--- src/rtl/led_cube_pkg.sv ---
// Shared types and constants for the LED cube animation frame loader.
// Address split is {frame[7:0], byte[5:0]}, which is why FRAME_BYTES is fixed at 64.
package led_cube_pkg;

  localparam int          CUBE_ADDR_W         = 14;
  localparam logic [7:0]  FRAME_BYTES         = 8'd64;
  localparam logic [7:0]  MAX_FRAMES          = 8'd150;
  localparam logic [7:0]  NUM_SLOTS           = 8'd5;
  localparam logic [7:0]  SYNC_BYTE           = 8'hA5;
  localparam logic [20:0] TIMEOUT_CYC_DEFAULT = 21'd1_500_000;
  localparam logic [5:0]  LAST_BYTE_IDX       = 6'd63;

  typedef enum logic [2:0] {
    ST_HUNT  = 3'd0,
    ST_SLOT  = 3'd1,
    ST_COUNT = 3'd2,
    ST_DATA  = 3'd3,
    ST_CHECK = 3'd4,
    ST_DONE  = 3'd5,
    ST_ERR   = 3'd6
  } loader_state_t;

  typedef enum logic [1:0] {
    ERR_NONE = 2'b00,
    ERR_HDR  = 2'b01,
    ERR_CSUM = 2'b10,
    ERR_TMO  = 2'b11
  } err_code_t;

  // Checksum is a plain mod-256 running sum of the data bytes.
  function automatic logic [7:0] csum_add(input logic [7:0] sum, input logic [7:0] b);
    return sum + b;
  endfunction

  function automatic logic hdr_count_bad(input logic [7:0] count);
    return (count == 8'd0) || (count > MAX_FRAMES);
  endfunction

endpackage

--- src/rtl/led_cube_frame_loader_if.sv ---
// Byte-stream input and frame-memory write port of the frame loader.
// master = stream source / memory side, slave = the loader itself.
interface led_cube_frame_loader_if;
  import led_cube_pkg::*;

  logic [7:0]             rx_data;
  logic                   rx_valid;
  logic                   rx_ready;
  logic                   wr_en;
  logic [2:0]             wr_slot;
  logic [CUBE_ADDR_W-1:0] wr_addr;
  logic [7:0]             wr_data;
  logic                   busy;
  logic                   load_done;
  logic                   load_err;
  logic [1:0]             err_code;
  logic [7:0]             frames_loaded;

  modport master (
    output rx_data, rx_valid,
    input  rx_ready, wr_en, wr_slot, wr_addr, wr_data,
    input  busy, load_done, load_err, err_code, frames_loaded
  );

  modport slave (
    input  rx_data, rx_valid,
    output rx_ready, wr_en, wr_slot, wr_addr, wr_data,
    output busy, load_done, load_err, err_code, frames_loaded
  );

endinterface

--- src/rtl/led_cube_frame_loader_gap.sv ---
// Inter-byte gap timer: counts idle cycles while enabled, reports the cycle
// on which the gap would reach LIMIT. A clear in that same cycle suppresses expiry.
module loader_gap_timer #(
  parameter logic [20:0] LIMIT = 21'd1_500_000
) (
  input  logic clk,
  input  logic rst_n,
  input  logic clear,
  input  logic enable,
  output logic expired
);

  localparam logic [20:0] LAST_CNT = LIMIT - 21'd1;

  logic [20:0] cnt_r;

  // Gap counter; held at zero whenever the timer is not armed.
  always_ff @(posedge clk or negedge rst_n) begin
    if (!rst_n) begin
      cnt_r <= 21'd0;
    end else if (clear || !enable) begin
      cnt_r <= 21'd0;
    end else if (cnt_r != LAST_CNT) begin
      cnt_r <= cnt_r + 21'd1;
    end else begin
      cnt_r <= cnt_r;
    end
  end

  // Expiry decode for the current cycle.
  always_comb begin
    expired = 1'b0;
    if (enable && !clear && (cnt_r == LAST_CNT)) begin
      expired = 1'b1;
    end else begin
      expired = 1'b0;
    end
  end

endmodule

--- src/rtl/led_cube_frame_loader.sv ---
// Write side of the animation frame store: parses SYNC/slot/count/data/csum
// from a valid/ready byte stream and writes data bytes at {frame, byte}.
module led_cube_frame_loader
  import led_cube_pkg::*;
#(
  parameter logic [20:0] TIMEOUT_CYC = TIMEOUT_CYC_DEFAULT
) (
  input logic                    clk,
  input logic                    rst_n,
  led_cube_frame_loader_if.slave bus
);

  loader_state_t state_r;
  logic [7:0]    count_r;
  logic [7:0]    frame_idx_r;
  logic [5:0]    byte_idx_r;
  logic [7:0]    sum_r;

  logic          rx_ready_r;
  logic          wr_en_r;
  logic [2:0]    wr_slot_r;
  logic [13:0]   wr_addr_r;
  logic [7:0]    wr_data_r;
  logic          busy_r;
  logic          load_done_r;
  logic          load_err_r;
  err_code_t     err_code_r;
  logic [7:0]    frames_loaded_r;

  logic          accept_s;
  logic          timer_en_s;
  logic          expired_s;
  logic          last_data_s;

  assign accept_s = bus.rx_valid & rx_ready_r;

  // Timer armed only while a packet is being parsed.
  always_comb begin
    timer_en_s  = 1'b0;
    last_data_s = 1'b0;
    case (state_r)
      ST_SLOT, ST_COUNT, ST_DATA, ST_CHECK: timer_en_s = 1'b1;
      default:                              timer_en_s = 1'b0;
    endcase
    if ((frame_idx_r == count_r - 8'd1) && (byte_idx_r == LAST_BYTE_IDX)) begin
      last_data_s = 1'b1;
    end else begin
      last_data_s = 1'b0;
    end
  end

  loader_gap_timer #(
    .LIMIT (TIMEOUT_CYC)
  ) u_gap_timer (
    .clk     (clk),
    .rst_n   (rst_n),
    .clear   (accept_s),
    .enable  (timer_en_s),
    .expired (expired_s)
  );

  // Packet parser FSM with all outputs registered.
  always_ff @(posedge clk or negedge rst_n) begin
    if (!rst_n) begin
      state_r         <= ST_HUNT;
      count_r         <= 8'd0;
      frame_idx_r     <= 8'd0;
      byte_idx_r      <= 6'd0;
      sum_r           <= 8'd0;
      rx_ready_r      <= 1'b1;
      wr_en_r         <= 1'b0;
      wr_slot_r       <= 3'd0;
      wr_addr_r       <= 14'd0;
      wr_data_r       <= 8'd0;
      busy_r          <= 1'b0;
      load_done_r     <= 1'b0;
      load_err_r      <= 1'b0;
      err_code_r      <= ERR_NONE;
      frames_loaded_r <= 8'd0;
    end else begin
      wr_en_r     <= 1'b0;
      load_done_r <= 1'b0;
      load_err_r  <= 1'b0;
      case (state_r)
        ST_HUNT: begin
          rx_ready_r <= 1'b1;
          if (accept_s && (bus.rx_data == SYNC_BYTE)) begin
            state_r <= ST_SLOT;
          end else begin
            state_r <= ST_HUNT;
          end
        end
        ST_SLOT: begin
          if (accept_s) begin
            wr_slot_r <= bus.rx_data[2:0];
            if (bus.rx_data >= NUM_SLOTS) begin
              state_r    <= ST_ERR;
              load_err_r <= 1'b1;
              err_code_r <= ERR_HDR;
              busy_r     <= 1'b0;
              rx_ready_r <= 1'b0;
            end else begin
              busy_r  <= 1'b1;
              state_r <= ST_COUNT;
            end
          end else if (expired_s) begin
            state_r    <= ST_ERR;
            load_err_r <= 1'b1;
            err_code_r <= ERR_TMO;
            busy_r     <= 1'b0;
            rx_ready_r <= 1'b0;
          end else begin
            state_r <= ST_SLOT;
          end
        end
        ST_COUNT: begin
          if (accept_s) begin
            if (hdr_count_bad(bus.rx_data)) begin
              state_r    <= ST_ERR;
              load_err_r <= 1'b1;
              err_code_r <= ERR_HDR;
              busy_r     <= 1'b0;
              rx_ready_r <= 1'b0;
            end else begin
              count_r     <= bus.rx_data;
              frame_idx_r <= 8'd0;
              byte_idx_r  <= 6'd0;
              sum_r       <= 8'd0;
              state_r     <= ST_DATA;
            end
          end else if (expired_s) begin
            state_r    <= ST_ERR;
            load_err_r <= 1'b1;
            err_code_r <= ERR_TMO;
            busy_r     <= 1'b0;
            rx_ready_r <= 1'b0;
          end else begin
            state_r <= ST_COUNT;
          end
        end
        ST_DATA: begin
          if (accept_s) begin
            wr_en_r    <= 1'b1;
            wr_data_r  <= bus.rx_data;
            wr_addr_r  <= {frame_idx_r, byte_idx_r};
            sum_r      <= csum_add(sum_r, bus.rx_data);
            byte_idx_r <= byte_idx_r + 6'd1;
            if (byte_idx_r == LAST_BYTE_IDX) begin
              frame_idx_r <= frame_idx_r + 8'd1;
            end else begin
              frame_idx_r <= frame_idx_r;
            end
            if (last_data_s) begin
              state_r <= ST_CHECK;
            end else begin
              state_r <= ST_DATA;
            end
          end else if (expired_s) begin
            state_r    <= ST_ERR;
            load_err_r <= 1'b1;
            err_code_r <= ERR_TMO;
            busy_r     <= 1'b0;
            rx_ready_r <= 1'b0;
          end else begin
            state_r <= ST_DATA;
          end
        end
        ST_CHECK: begin
          if (accept_s) begin
            busy_r     <= 1'b0;
            rx_ready_r <= 1'b0;
            if (bus.rx_data == sum_r) begin
              state_r         <= ST_DONE;
              load_done_r     <= 1'b1;
              frames_loaded_r <= count_r;
            end else begin
              state_r    <= ST_ERR;
              load_err_r <= 1'b1;
              err_code_r <= ERR_CSUM;
            end
          end else if (expired_s) begin
            state_r    <= ST_ERR;
            load_err_r <= 1'b1;
            err_code_r <= ERR_TMO;
            busy_r     <= 1'b0;
            rx_ready_r <= 1'b0;
          end else begin
            state_r <= ST_CHECK;
          end
        end
        ST_DONE, ST_ERR: begin
          rx_ready_r <= 1'b1;
          state_r    <= ST_HUNT;
        end
        default: begin
          rx_ready_r <= 1'b1;
          busy_r     <= 1'b0;
          state_r    <= ST_HUNT;
        end
      endcase
    end
  end

  assign bus.rx_ready      = rx_ready_r;
  assign bus.wr_en         = wr_en_r;
  assign bus.wr_slot       = wr_slot_r;
  assign bus.wr_addr       = wr_addr_r;
  assign bus.wr_data       = wr_data_r;
  assign bus.busy          = busy_r;
  assign bus.load_done     = load_done_r;
  assign bus.load_err      = load_err_r;
  assign bus.err_code      = err_code_r;
  assign bus.frames_loaded = frames_loaded_r;

endmodule

--- src/flat_wrapper.sv ---
// flat-port wrapper written by rule: the top's interface ports become plain ports
module led_cube_frame_loader_flat import led_cube_pkg::*;
#(
  parameter logic [20:0] TIMEOUT_CYC = TIMEOUT_CYC_DEFAULT
)
  (clk, rst_n, bus_rx_data, bus_rx_valid, bus_rx_ready, bus_wr_en, bus_wr_slot, bus_wr_addr, bus_wr_data, bus_busy, bus_load_done, bus_load_err, bus_err_code, bus_frames_loaded);
  led_cube_frame_loader_if bus_i ();
  input logic clk;
  input logic rst_n;
  input wire logic [$bits(bus_i.rx_data)-1:0] bus_rx_data;
  input wire logic [$bits(bus_i.rx_valid)-1:0] bus_rx_valid;
  output wire logic [$bits(bus_i.rx_ready)-1:0] bus_rx_ready;
  output wire logic [$bits(bus_i.wr_en)-1:0] bus_wr_en;
  output wire logic [$bits(bus_i.wr_slot)-1:0] bus_wr_slot;
  output wire logic [$bits(bus_i.wr_addr)-1:0] bus_wr_addr;
  output wire logic [$bits(bus_i.wr_data)-1:0] bus_wr_data;
  output wire logic [$bits(bus_i.busy)-1:0] bus_busy;
  output wire logic [$bits(bus_i.load_done)-1:0] bus_load_done;
  output wire logic [$bits(bus_i.load_err)-1:0] bus_load_err;
  output wire logic [$bits(bus_i.err_code)-1:0] bus_err_code;
  output wire logic [$bits(bus_i.frames_loaded)-1:0] bus_frames_loaded;
  assign bus_i.rx_data = bus_rx_data;
  assign bus_i.rx_valid = bus_rx_valid;
  assign bus_rx_ready = bus_i.rx_ready;
  assign bus_wr_en = bus_i.wr_en;
  assign bus_wr_slot = bus_i.wr_slot;
  assign bus_wr_addr = bus_i.wr_addr;
  assign bus_wr_data = bus_i.wr_data;
  assign bus_busy = bus_i.busy;
  assign bus_load_done = bus_i.load_done;
  assign bus_load_err = bus_i.load_err;
  assign bus_err_code = bus_i.err_code;
  assign bus_frames_loaded = bus_i.frames_loaded;
  led_cube_frame_loader #(.TIMEOUT_CYC(TIMEOUT_CYC)) u_core (.clk(clk), .rst_n(rst_n), .bus(bus_i));
endmodule
--- config.mk ---
export PLATFORM = sky130hd
export DESIGN_NAME = led_cube_frame_loader_flat
export DESIGN_NICKNAME = d
export VERILOG_FILES = /design/src/rtl/led_cube_pkg.sv /design/src/rtl/led_cube_frame_loader_if.sv /design/src/rtl/led_cube_frame_loader_gap.sv /design/src/rtl/led_cube_frame_loader.sv /design/src/flat_wrapper.sv
export SDC_FILE = /design/constraint.sdc
export NUM_CORES = 1
export LEC_CHECK = 0
export ABC_AREA = 1
export CORE_UTILIZATION = 50
export DETAILED_ROUTE_END_ITERATION = 16
export HOLD_SLACK_MARGIN = 0.02
export PLACE_DENSITY = 0.71
export SETUP_SLACK_MARGIN = 0.5
export SLEW_MARGIN = 20
export SYNTH_ARGS = -nofsm -noshare
export SYNTH_HDL_FRONTEND = slang
export SYNTH_SLANG_ARGS = --single-unit
export TNS_END_PERCENT = 100
--- constraint.sdc ---
create_clock -name clk -period 5.6 [get_ports clk]
set_input_delay 1.4 -clock clk [delete_from_list [all_inputs] [get_ports clk]]
set_output_delay 1.4 -clock clk [all_outputs]
set_load 0.01 [all_outputs]
==> results.py <==
metrics = {
    "status": {
        "outcome": "completed",
    },
    "grt": {
        "grt_usage_pct": 25.4,
        "grt_pass1_wl_mm": 20.4,
        "grt_max_degree": 50,
        "antenna_found_initial": 0,
        "grt_pass1_vias": 4173,
        "grt_remaining_overflow": 0,
    },
    "final_layout": {
        "drive_above_1_share_pct": 6.98,
        "final_cell_area_sq_mm": 0.00593,
        "layout_common_cells": "169 x nand2_1, 93 x dfrtp_1, 75 x inv_1",
        "syn_to_final_growth_pct": 15.7,
        "nNetsFinal": 720,
        "diodes": 0,
        "final_common_cell": "nand2_1",
        "multi_input_area_sq_mm": 0.00239,
        "regArea_sq_mm": 0.00235,
        "fill_cells": 890,
    },
    "route": {
        "drt-initial-drc-count": 324,
        "drcViolationCount": 0,
        "num_vias": 4472,
        "vias_per_cell": 5.36,
        "routed_wl_mm": 12.3,
        "final_antenna_net_count": 0,
        "wl_per_cell_microns": 14.8,
        "dr.pass1.iters": 5,
    },
    "timing": {
        "worstMarginPinSlew_ns": 0.692,
        "max_slew_margin_pct": 53.8,
        "period_share_pct": 61.5,
        "max_freq_mhz": 291,
        "hold_viol_final": 0,
        "setup_tns_ns": 0,
        "whs_ns": 0.482,
        "drv_slew": 0,
        "finalSetupViolCount": 0,
        "worst_slack_ns": 2.16,
        "min_period_ns": 3.44,
        "fin_skew_ns": 0.0113,
        "rsz0062_at_grt": "false",
    },
    "power_and_ir_drop": {
        "p_leak_uw": 0.00277,
        "peakVddDrop_v": 0.000195,
        "power.density_mw_per_mm2": 300,
    },
    "critical_path": {
        "slowest_stage": "clkdlybuf4s50_1",
        "startpoint_type": "input pin",
        "crit_type": "input pin to register",
        "required_ns": 5.88,
        "path_max_fanout": 17,
        "cp_slowest_stage_delay_ns": 0.51,
        "crit_path_end_kind": "register",
        "crit_chain": "clkdlybuf4s50_1, ha_1, inv_1, nand2_1, nor3_1, nand3_2, nand2_1, inv_1, nand3_1, nor2_1, a21oi_1",
        "path_buf_inv": 3,
        "cp.arrival_ns": 3.73,
        "cpLargestDelayFamily": "simple AND/OR/NAND/NOR gates",
    },
    "synth": {
        "ys_ff_latch": 94,
        "yosys_warnings": 0,
        "synth_flop_cell": "dfrtp_1",
        "async_flop_share_pct": 100,
        "syn_area_sq_mm": 0.00513,
        "synth_edf_count": 0,
        "synth-seq-area-share_pct": 45.9,
        "synth_cells": 650,
        "synth_cell_types": 41,
        "avgSynthCellArea_sq_um": 7.89,
        "syn-num-nets": 673,
    },
    "cts": {
        "clk_latency_ns": 0.36,
        "htree_levels": 3,
        "clk_path_buf_depth": 2,
        "ctsResizeCount": 0,
        "cts_setup_buffers": 0,
        "clock-root-buffer": "clkbuf_8",
        "numClockSinks": 94,
        "cts_tree": "done",
        "cts_buffers": 9,
        "cts_hold_buf": 0,
        "clk_pin_slew_ns": 0.10,
    },
    "die": {
        "die_h_microns": 103,
        "rows": 36,
        "core_area_sq_mm": 0.00986,
        "start_util_pct": 52.0,
        "die_area_sq_mm": 0.0107,
        "die_w_microns": 103,
        "num_io_pins": 51,
    },
    "place": {
        "dp_hpwl_mm": 9.22,
        "dp_slack_ns": 1.76,
        "gp_congestion": 0.897,
        "dpl-instance-area_sq_mm": 0.00573,
        "port_buffers": 50,
    },
    "run": {
        "maxCapViolCount": 0,
    },
    "min_path": {
        "hp-class": "register to register",
    },
}
## area by class of cell
type | count | area share (%)
clock inverters | 3 | 0.738
multi-input cells | 459 | 40.3
flip-flops and latches | 94 | 39.7
repair buffers | 51 | 8.52
well taps | 133 | 2.80
inverters | 82 | 5.27
clock buffers | 13 | 2.68
## tightest hold or removal path, delay by kind of cell, from the launching register on
family,cells,cell delay (ns)
flops,1,0.36
simple gates,2,0.09
## cell usage after synthesis, drive strengths merged, types with 2 or more instances
| library cell | instances | area [sq um] |
|---|---|---|
| a31oi | 2 | 12.5 |
| dfrtp | 93 | 2330 |
| clkbuf | 8 | 30.0 |
| inv | 82 | 313 |
| nand2 | 177 | 708 |
| a21oi | 26 | 130 |
| o31ai | 5 | 62.6 |
| o21ai | 63 | 315 |
| nor2 | 66 | 287 |
| ha | 11 | 138 |
| xor2 | 14 | 123 |
| nand3b | 2 | 15.0 |
| nor3b | 2 | 15.0 |
| xnor2 | 7 | 61.3 |
| nand3 | 39 | 218 |
| nor3 | 17 | 85.1 |
| nand4 | 15 | 93.8 |
| buf | 7 | 41.3 |
| nor4 | 5 | 52.6 |
| o211ai | 2 | 15.0 |
## through the flow
step	power, uW	instances	util (%)
CTS	1790	835	60.1
finish	1780	835	60.1
detailed placement	1320	819	58.1
floorplan	1150	650	-
global route	1890	835	60.1
global placement	1320	819	58.1
## where the power goes
group | internal, uW | total, uW | leakage, uW | switching, uW
Combinational | 200 | 466 | 0.00146 | 267
Sequential | 767 | 846 | 0.00121 | 78.8
Clock | 233 | 469 | 0.000104 | 237
## worst paths after layout
| check | from | end | slack [ns] | depth (start not counted) |
|---|---|---|---|---|
| min | u_core.bus.wr_addr[9]$_DFFE_PN0P_ | u_core.bus.wr_addr[9]$_DFFE_PN0P_ | 0.48 | 2 |
| min in group asynchronous | rst_n | u_core.bus.frames_loaded[2]$_DFFE_PN0P_ | 1.03 | 1 |
| max | bus_rx_data[4] | u_core.bus.err_code[0]$_DFFE_PN0P_ | 2.16 | 11 |
| max reg2reg | u_core.state_r[0]$_DFF_PN0_ | u_core.byte_idx_r[4]$_DFFE_PN0P_ | 3.26 | 10 |
| min reg2reg | u_core.bus.wr_addr[9]$_DFFE_PN0P_ | u_core.bus.wr_addr[9]$_DFFE_PN0P_ | 0.48 | 2 |
| max in group asynchronous | rst_n | u_core.sum_r[4]$_DFFE_PN0P_ | 3.56 | 2 |
## logic make-up (layout without fill, tap and decap cells)
| group | after synthesis | count (layout) | share of synthesized area [%] |
|---|---|---|---|
| AO/OA/AOI/OAI | 102 | 102 | 11.1 |
| XOR/XNOR | 21 | 21 | 3.59 |
| adder cells (fa/ha/maj) | 12 | 12 | 3.07 |
| buffers and inverters | 97 | 149 | 7.49 |
| flip-flops | 94 | 94 | 45.9 |
| AND/OR/NAND/NOR | 324 | 324 | 28.9 |
## state kept, by name, indices dropped and copies added, names as in the netlist
register,count
u_core.sum_r,8
u_core.bus.wr_slot,3
u_core.state_r,3
u_core.bus.load_err,1
u_core.bus.busy,1
u_core.bus.load_done,1
u_core.bus.rx_ready,1
u_core.byte_idx_r,6
u_core.bus.wr_addr,14
u_core.u_gap_timer.cnt_r,21
u_core.bus.err_code,2
u_core.frame_idx_r,8
u_core.bus.frames_loaded,8
u_core.count_r,8
u_core.bus.wr_en,1
u_core.bus.wr_data,8
## per-layer routing
layer | vias to the layer above | GRT usage (%) | share of wire [%]
met2 | 126 | 39.8 | 46
met5 | - | 0 | 0
met1 | 2118 | 35.4 | 48
li1 | 2210 | - | -
met3 | 18 | 4.64 | 4.7
met4 | 0 | 9.21 | 1.3
Power figures use the tool's default switching activity.
